File: src/rtl/cmp_pkg.sv
// -----------------------------------------------------------------------------
// cmp_pkg
// Shared definitions for the sequential compare unit:
//   - op encodings seen on the op port (3 bits; 6 and 7 are reserved)
//   - FSM state encoding
//   - is_signed(): true for the two's-complement modes
//   - select_result(): maps the recorded lt/eq flags to the 1-bit result
// -----------------------------------------------------------------------------
package cmp_pkg;

  localparam logic [2:0] OP_SLTU = 3'd0;
  localparam logic [2:0] OP_SLT  = 3'd1;
  localparam logic [2:0] OP_SEQ  = 3'd2;
  localparam logic [2:0] OP_SNE  = 3'd3;
  localparam logic [2:0] OP_SGEU = 3'd4;
  localparam logic [2:0] OP_SGE  = 3'd5;

  typedef enum logic [1:0] {
    IDLE = 2'd0,
    CMP  = 2'd1,
    DONE = 2'd2
  } state_e;

  function automatic logic is_signed(input logic [2:0] op);
    return (op == OP_SLT) || (op == OP_SGE);
  endfunction

  // Reserved codes produce 0 but still run through the normal timing.
  function automatic logic select_result(input logic [2:0] op,
                                         input logic       lt,
                                         input logic       eq);
    logic r;
    case (op)
      OP_SLTU, OP_SLT: r = lt;
      OP_SEQ:          r = eq;
      OP_SNE:          r = !eq;
      OP_SGEU, OP_SGE: r = !lt;
      default:         r = 1'b0;
    endcase
    return r;
  endfunction

endpackage

File: src/rtl/cmp_chunk.sv
// -----------------------------------------------------------------------------
// cmp_chunk
// Combinational unsigned compare of one CHUNK-bit slice.
//   a_i, b_i      : operand slices
//   invert_msb_i  : flip the MSB of both slices first (two's-complement
//                   ordering for the most-significant slice of a signed op)
//   lt_o          : a < b after the optional MSB flip
//   eq_o          : a == b
// -----------------------------------------------------------------------------
module cmp_chunk #(
  parameter int CHUNK = 8
) (
  input  logic [CHUNK-1:0] a_i,
  input  logic [CHUNK-1:0] b_i,
  input  logic             invert_msb_i,
  output logic             lt_o,
  output logic             eq_o
);

  logic [CHUNK-1:0] a_m;
  logic [CHUNK-1:0] b_m;

  always_comb begin
    a_m            = a_i;
    b_m            = b_i;
    a_m[CHUNK-1]   = a_i[CHUNK-1] ^ invert_msb_i;
    b_m[CHUNK-1]   = b_i[CHUNK-1] ^ invert_msb_i;
  end

  // Flipping the same bit on both sides never changes equality.
  assign lt_o = (a_m < b_m);
  assign eq_o = (a_i == b_i);

endmodule

File: src/rtl/seq_compare_unit.sv
// -----------------------------------------------------------------------------
// seq_compare_unit
// Multi-cycle comparator: walks the operands CHUNK bits per cycle from the
// most-significant slice down and stops at the first slice that differs.
// WIDTH must be a multiple of CHUNK.
//
// Ports:
//   clk, rst   : clock, synchronous active-high reset
//   in_valid   : request present          in_ready  : request can be taken
//   A, B       : operands                 op        : compare mode (cmp_pkg)
//   out_valid  : result present           out_ready : consumer takes result
//   res        : 0/1 result zero-extended to WIDTH
//   busy       : high while comparing or holding a result
// -----------------------------------------------------------------------------
module seq_compare_unit
  import cmp_pkg::*;
#(
  parameter int WIDTH = 32,
  parameter int CHUNK = 8
) (
  input  logic             clk,
  input  logic             rst,
  input  logic             in_valid,
  output logic             in_ready,
  input  logic [WIDTH-1:0] A,
  input  logic [WIDTH-1:0] B,
  input  logic [2:0]       op,
  output logic             out_valid,
  input  logic             out_ready,
  output logic [WIDTH-1:0] res,
  output logic             busy
);

  localparam int NCHUNK = WIDTH / CHUNK;
  localparam int IDX_W  = (NCHUNK > 1) ? $clog2(NCHUNK) : 1;
  localparam logic [IDX_W-1:0] IDX_LAST = IDX_W'(NCHUNK - 1);

  state_e             state_q, state_d;
  logic [WIDTH-1:0]   a_q, a_d;
  logic [WIDTH-1:0]   b_q, b_d;
  logic [2:0]         op_q, op_d;
  logic [IDX_W-1:0]   idx_q, idx_d;
  logic               res_q, res_d;

  logic [CHUNK-1:0]   a_chunk;
  logic [CHUNK-1:0]   b_chunk;
  logic               chunk_lt;
  logic               chunk_eq;

  // Only the top slice of a signed compare carries the sign bit.
  assign a_chunk = a_q[idx_q*CHUNK +: CHUNK];
  assign b_chunk = b_q[idx_q*CHUNK +: CHUNK];

  cmp_chunk #(.CHUNK(CHUNK)) u_chunk (
    .a_i          (a_chunk),
    .b_i          (b_chunk),
    .invert_msb_i (is_signed(op_q) && (idx_q == IDX_LAST)),
    .lt_o         (chunk_lt),
    .eq_o         (chunk_eq)
  );

  assign in_ready  = (state_q == IDLE) && !rst;
  assign out_valid = (state_q == DONE);
  assign busy      = (state_q != IDLE);
  assign res       = WIDTH'(res_q);

  always_comb begin
    // NOTE: every signal written here gets a default first, so no path
    // leaves a value unassigned and no latch is inferred.
    state_d = state_q;
    a_d     = a_q;
    b_d     = b_q;
    op_d    = op_q;
    idx_d   = idx_q;
    res_d   = res_q;
    case (state_q)
      IDLE: begin
        if (in_valid && in_ready) begin
          a_d     = A;
          b_d     = B;
          op_d    = op;
          idx_d   = IDX_LAST;
          state_d = CMP;
        end
      end
      CMP: begin
        // A differing slice decides the outcome; equal all the way down means
        // lt=0/eq=1, which is exactly what the last slice reports.
        if (!chunk_eq || (idx_q == '0)) begin
          res_d   = select_result(op_q, chunk_lt, chunk_eq);
          state_d = DONE;
        end else begin
          idx_d = idx_q - 1'b1;
        end
      end
      DONE: begin
        if (out_ready) state_d = IDLE;
      end
      default: state_d = IDLE;
    endcase
  end

  // NOTE: sequential state uses non-blocking assignments so every register
  // samples the pre-edge values regardless of block ordering.
  always_ff @(posedge clk) begin
    if (rst) begin
      state_q <= IDLE;
      idx_q   <= '0;
      res_q   <= 1'b0;
    end else begin
      state_q <= state_d;
      idx_q   <= idx_d;
      res_q   <= res_d;
    end
  end

  // NOTE: the operand/op holding registers are deliberately left without
  // reset; they are only read in CMP, which is reached solely by a fresh load.
  always_ff @(posedge clk) begin
    a_q  <= a_d;
    b_q  <= b_d;
    op_q <= op_d;
  end

endmodule

File: config.mk
export PLATFORM = sky130hd
export DESIGN_NAME = seq_compare_unit
export DESIGN_NICKNAME = d
export VERILOG_FILES = /design/src/rtl/cmp_pkg.sv /design/src/rtl/cmp_chunk.sv /design/src/rtl/seq_compare_unit.sv
export SDC_FILE = /design/constraint.sdc
export NUM_CORES = 1
export LEC_CHECK = 0
export CORE_ASPECT_RATIO = 0.5
export CORE_MARGIN = 3
export CORE_UTILIZATION = 41
export DETAILED_ROUTE_END_ITERATION = 16
export PLACE_DENSITY = 0.76
export RECOVER_POWER = 50
export SLEW_MARGIN = 20
export SYNTH_ARGS = -nofsm -noshare
export SYNTH_HDL_FRONTEND = slang
export SYNTH_HIERARCHICAL = 1
export SYNTH_SLANG_ARGS = --single-unit
File: constraint.sdc
create_clock -name clk -period 3.8 [get_ports clk]
set_clock_uncertainty 0.1 [all_clocks]
set_input_delay 0.76 -clock clk [delete_from_list [all_inputs] [get_ports clk]]
set_output_delay 0.76 -clock clk [all_outputs]
set_load 0.02 [all_outputs]
After elaboration in Yosys (flattened, before gate mapping)
Cells that the tools add are included.

$lt $le $gt $ge: 1. Reductions and logical operators: 19. Multiplexer cells: 8. Bitwise operators: 2. Equality and inequality tests: 13. $add $sub $neg: 1. Shift-type cells: 2.

Operator list (count): 32-bit by 6-bit variable part select with 8-bit output (2); 2-bit two-way mux (5); 8-bit == test (1); 8-bit < comparator (1); 3-bit by 2-bit == test with 1-bit output (second input constant) (2); 3-bit == test (second input constant) (2); 2-bit case mux with 3 select lines (1); 3-bit AND reduction (2); 2-bit == test (second input constant) (2); 2-bit zero test (2); 2-bit by 1-bit inequality test with 1-bit output (second input constant) (2); 2-bit inequality test (second input constant) (2); 1-bit case mux with 4 select lines (1); 2-bit case mux with 2 select lines (1); 2-bit AND reduction (2); 2-bit nonzero test (2); 2-bit OR reduction (2); 3-bit by 1-bit == test with 1-bit output (second input constant) (1); 1-bit logical AND (3); 1-bit zero test (3); 3-bit zero test (1); 2-bit by 1-bit == test with 1-bit output (second input constant) (1); 1-bit logical OR (2); 2-bit by 1-bit subtractor with 2-bit output (second input constant) (1); 1-bit bitwise XOR (2).

Register bits after elaboration: 72. Word-level logic and storage cells: 52. Output and inout port bits: 35. Bits of input ports: 71.

Depth between registers and ports, before layout
Word-level depth: 7. Mapped depth: 12. Depth with buffers taken out: 10.

By module
Netlist, hierarchy kept.

By module, submodules not included: seq_compare_unit (area an instance 2989.1 µm², sequential area each 2112.0 µm², cells an instance 153, times used 1); cmp_chunk (area an instance 220.2 µm², sequential area each 0.0 µm², cells an instance 33, times used 1).

Least setup slack after synthesis
OpenSTA, ideal clock, no wires.

Kind: input -> register. From: in rst. To: reg idx_q[1]. Stages on the path: 3. Setup slack: 0.101 ns. Arrival time: 3.503 ns. Path through: nor4b_4 nor2_1 a221oi_1.

Longest elaborated chain between the ends: 5.

RTL lines: start: declaration (RTL line seq_compare_unit.sv:22) `input logic rst,`; 1-bit zero test (RTL line seq_compare_unit.sv:62) `assign in_ready = (state_q == IDLE) && !rst;`; 1-bit logical AND (RTL line seq_compare_unit.sv:62); 1-bit logical AND (RTL line seq_compare_unit.sv:78) `if (in_valid && in_ready) begin`; 2-bit by 1-bit inequality test with 1-bit output (no source line); 3-bit AND reduction (no source line); end signal: assignment (RTL line seq_compare_unit.sv:112) `idx_q <= idx_d;`; end: declaration (RTL line seq_compare_unit.sv:42) `logic [IDX_W-1:0] idx_q, idx_d;`.

Parallel ways exist; a longest one is shown, timed or not. A chain may end at the register's enable or synchronous reset.

Final worst setup path
Same ends and word-level chain as after synthesis.

==> results by group <==
Status
  • Status: finished, final reports clean

Floorplan
  • Core footprint: 7460 µm²
  • Rows: 22
  • Die Y: 68.6 µm
  • Die ar.: 8990 µm²
  • Initial Utilization: 43.0%
  • Die width: 131 µm
  • Top-Level Pins: 106

Placed design
  • Port bufs: 74
  • Post-place instance area: 3960 µm²
  • GP Congestion: 0.822
  • Final HPWL DP: 4300 µm

Worst setup path
  • Delay of the slowest critical-path stage: 1030 ps
  • Critical path class: in -> reg
  • Worst path slowest cell: nor4b_1
  • Crit path arrival time: 3270 ps
  • CP Launch Type: input pin
  • Crit path max fanout: 64
  • Critical path required time: 3930 ps
  • CP bufs+invs: 2
  • CP Cell Sequence: dlygate4sd3_1, nor4b_1, buf_12, nor2_1, a221oi_1
  • Crit-path leading delay family: simple AND/OR/NAND/NOR gates
  • Worst setup EP type: register

Global route
  • Global-route wire length before repair: 8930 µm
  • GR Overflow Total: 0
  • Initial antenna violation count: 0
  • Largest net degree at the start of global routing: 65
  • Vias in the first global route: 1819
  • GRT Util Overall: 13.4%

Routing
  • Vias per std cell: 4.55
  • Vias: 1737
  • DRT iter0 DRCs: 68
  • Routed wire length: 5770 µm
  • Antenna-violating nets left: 0
  • Wire per inst: 15.1 µm
  • First-pass DRT Iterations: 4
  • DRC Markers: 0

Synth
  • Syn Inst Count: 186
  • Asr flop ratio synth: 0%
  • Number of flops mapped to enable cells by yosys: 67
  • Synth top area cells: edfxtp_1, buf_4, mux4_1, mux4_2, ha_1
  • Mean post-synth cell area: 17.3 µm²
  • Cell accounting for the most synthesized area: edfxtp_1
  • Yosys cell types: 30
  • Warnings, synthesis: 6
  • Top-area cell type share of the netlist area: 62.7%
  • Synth Cell Area: 3210 µm²
  • Yosys reg bits: 72
  • Top_reg_cell synth: edfxtp_1
  • Post-synthesis sequential area ratio: 65.8%

Timing
  • RSZ-0062 raised after global routing: no
  • Period utilisation layout: 82.7%
  • Worst-Margin Slew: 1230 ps
  • Hold Fails Final Rpt: 0
  • Slew Limit Fails: 0
  • Final hold slack: 491 ps
  • Slew margin rel.: 16.7%
  • Fmax: 0.318 GHz
  • Final setup fails: 0
  • Final Critical Period: 3140 ps
  • Setup TNS: 0 ps

Run
  • Max-cap viol count: 0

Clock tree
  • CTS Buf Count: 9
  • Worst skew pair latency: 320 ps
  • Resized Gates After CTS: 0
  • CTS Sinks: 72
  • Hold Buf Count CTS: 0
  • H-tree depth: 3
  • Clock transition at the registers of the reported paths: 60 ps
  • Clk buf depth: 2
  • CTS Root Cell: clkbuf_16
  • CTS tree: done
  • Setup bufs post-CTS: 0

Cells and area
  • Most frequent cells in the layout: dlygate4sd3_1, edfxtp_1, conb_1
  • Antenna diode count: 0
  • Cell area after layout: 4280 µm²
  • Commonest non-fill, non-tap cell in the layout: dlygate4sd3_1
  • Final core utilization: 57.3%
  • # fillers: 549
  • Layout cell share with drive strength beyond 1: 11.7%
  • Nets: 349
  • Area Growth Syn to Fin: 33.2%

Pwr
  • PnR Total Power: 0.00205 W
  • Leak pwr: 1.57 nW
  • Power per cell area: 479 nW/µm²
  • Worst vdd ir: 0.253 mV

Hold path
  • Class of the worst hold path: reg -> reg
[report_power, final]
part           leakage (nW)  internal [W]  switching, W  total (W)
clock network         0.155      0.000607      0.000289   0.000897
logic                 0.751      0.000113      0.000114   0.000227
registers             0.666      0.000910     0.0000138   0.000924
total                  1.57       0.00163      0.000417    0.00205
[final timing paths]
check,slack [ps],start,end,depth (start not counted)
max,660,rst,idx_q[1],5
min,490,res_q,res_q,2
max reg2reg,720,idx_q[1],res_q,8
min reg2reg,490,res_q,res_q,2
[Yosys cell counts (2+ instances only)]
cell	n
nor2_1	8
mux4_2	8
ha_1	9
a211o_1	2
dfxtp_1	5
mux4_1	8
nand2_1	7
inv_1	12
buf_4	32
xnor2_1	2
a21oi_1	5
buf_2	2
edfxtp_1	67
nor2b_1	3
[worst min-delay path: stages, from the launching register on]
cell	delay, ps
dfxtp_1	320
a21oi_1	150
a311oi_2	60
[metrics by stage]
step	setup slack, ps	cells
6_report	659	382
5_1_grt	484	382
4_1_cts	737	382
3_5_place_dp	786	366
3_3_place_gp	854	366
2_1_floorplan	101	216
[metal layers]
metal,part of all wire (%),GRT usage [%],vias up
li1,-,-,813
met1,38,14.2,844
met2,54,25.3,68
met3,6.2,4.57,12
met4,2.0,6.02,0
met5,0,0,-
[sequential cells by signal, indices dropped and copies added (netlist names)]
name     count
state_q      2
b_q         32
res_q        1
a_q         32
op_q         3
idx_q        2
[cells by family (layout without fill, tap and decap cells)]
logic type	count (synthesis)	in the layout	synth area share [%]
and+or+nand+nor	24	24	4.25
buffers and inverters	48	106	10.2
DFF	72	72	65.8
xor gates and xnor gates	2	2	0.546
muxes	16	16	12.2
other	1	31	0.117
adders and majority gates	9	9	3.51
AOI/OAI and AO/OA	14	14	3.43
[area by class of cell]
| class | count | area [µm²] | area share [%] |
|---|---|---|---|
| flip-flops and latches | 72 | 2110 | 49.4 |
| multi-input cells | 96 | 868 | 20.3 |
| inverters | 12 | 45.0 | 1.05 |
| well taps | 108 | 135 | 3.16 |
| clock buffers | 11 | 253 | 5.91 |
| clock inverters | 5 | 78.8 | 1.84 |
| repair buffers | 78 | 783 | 18.3 |
(Power assumes the default switching activity.)
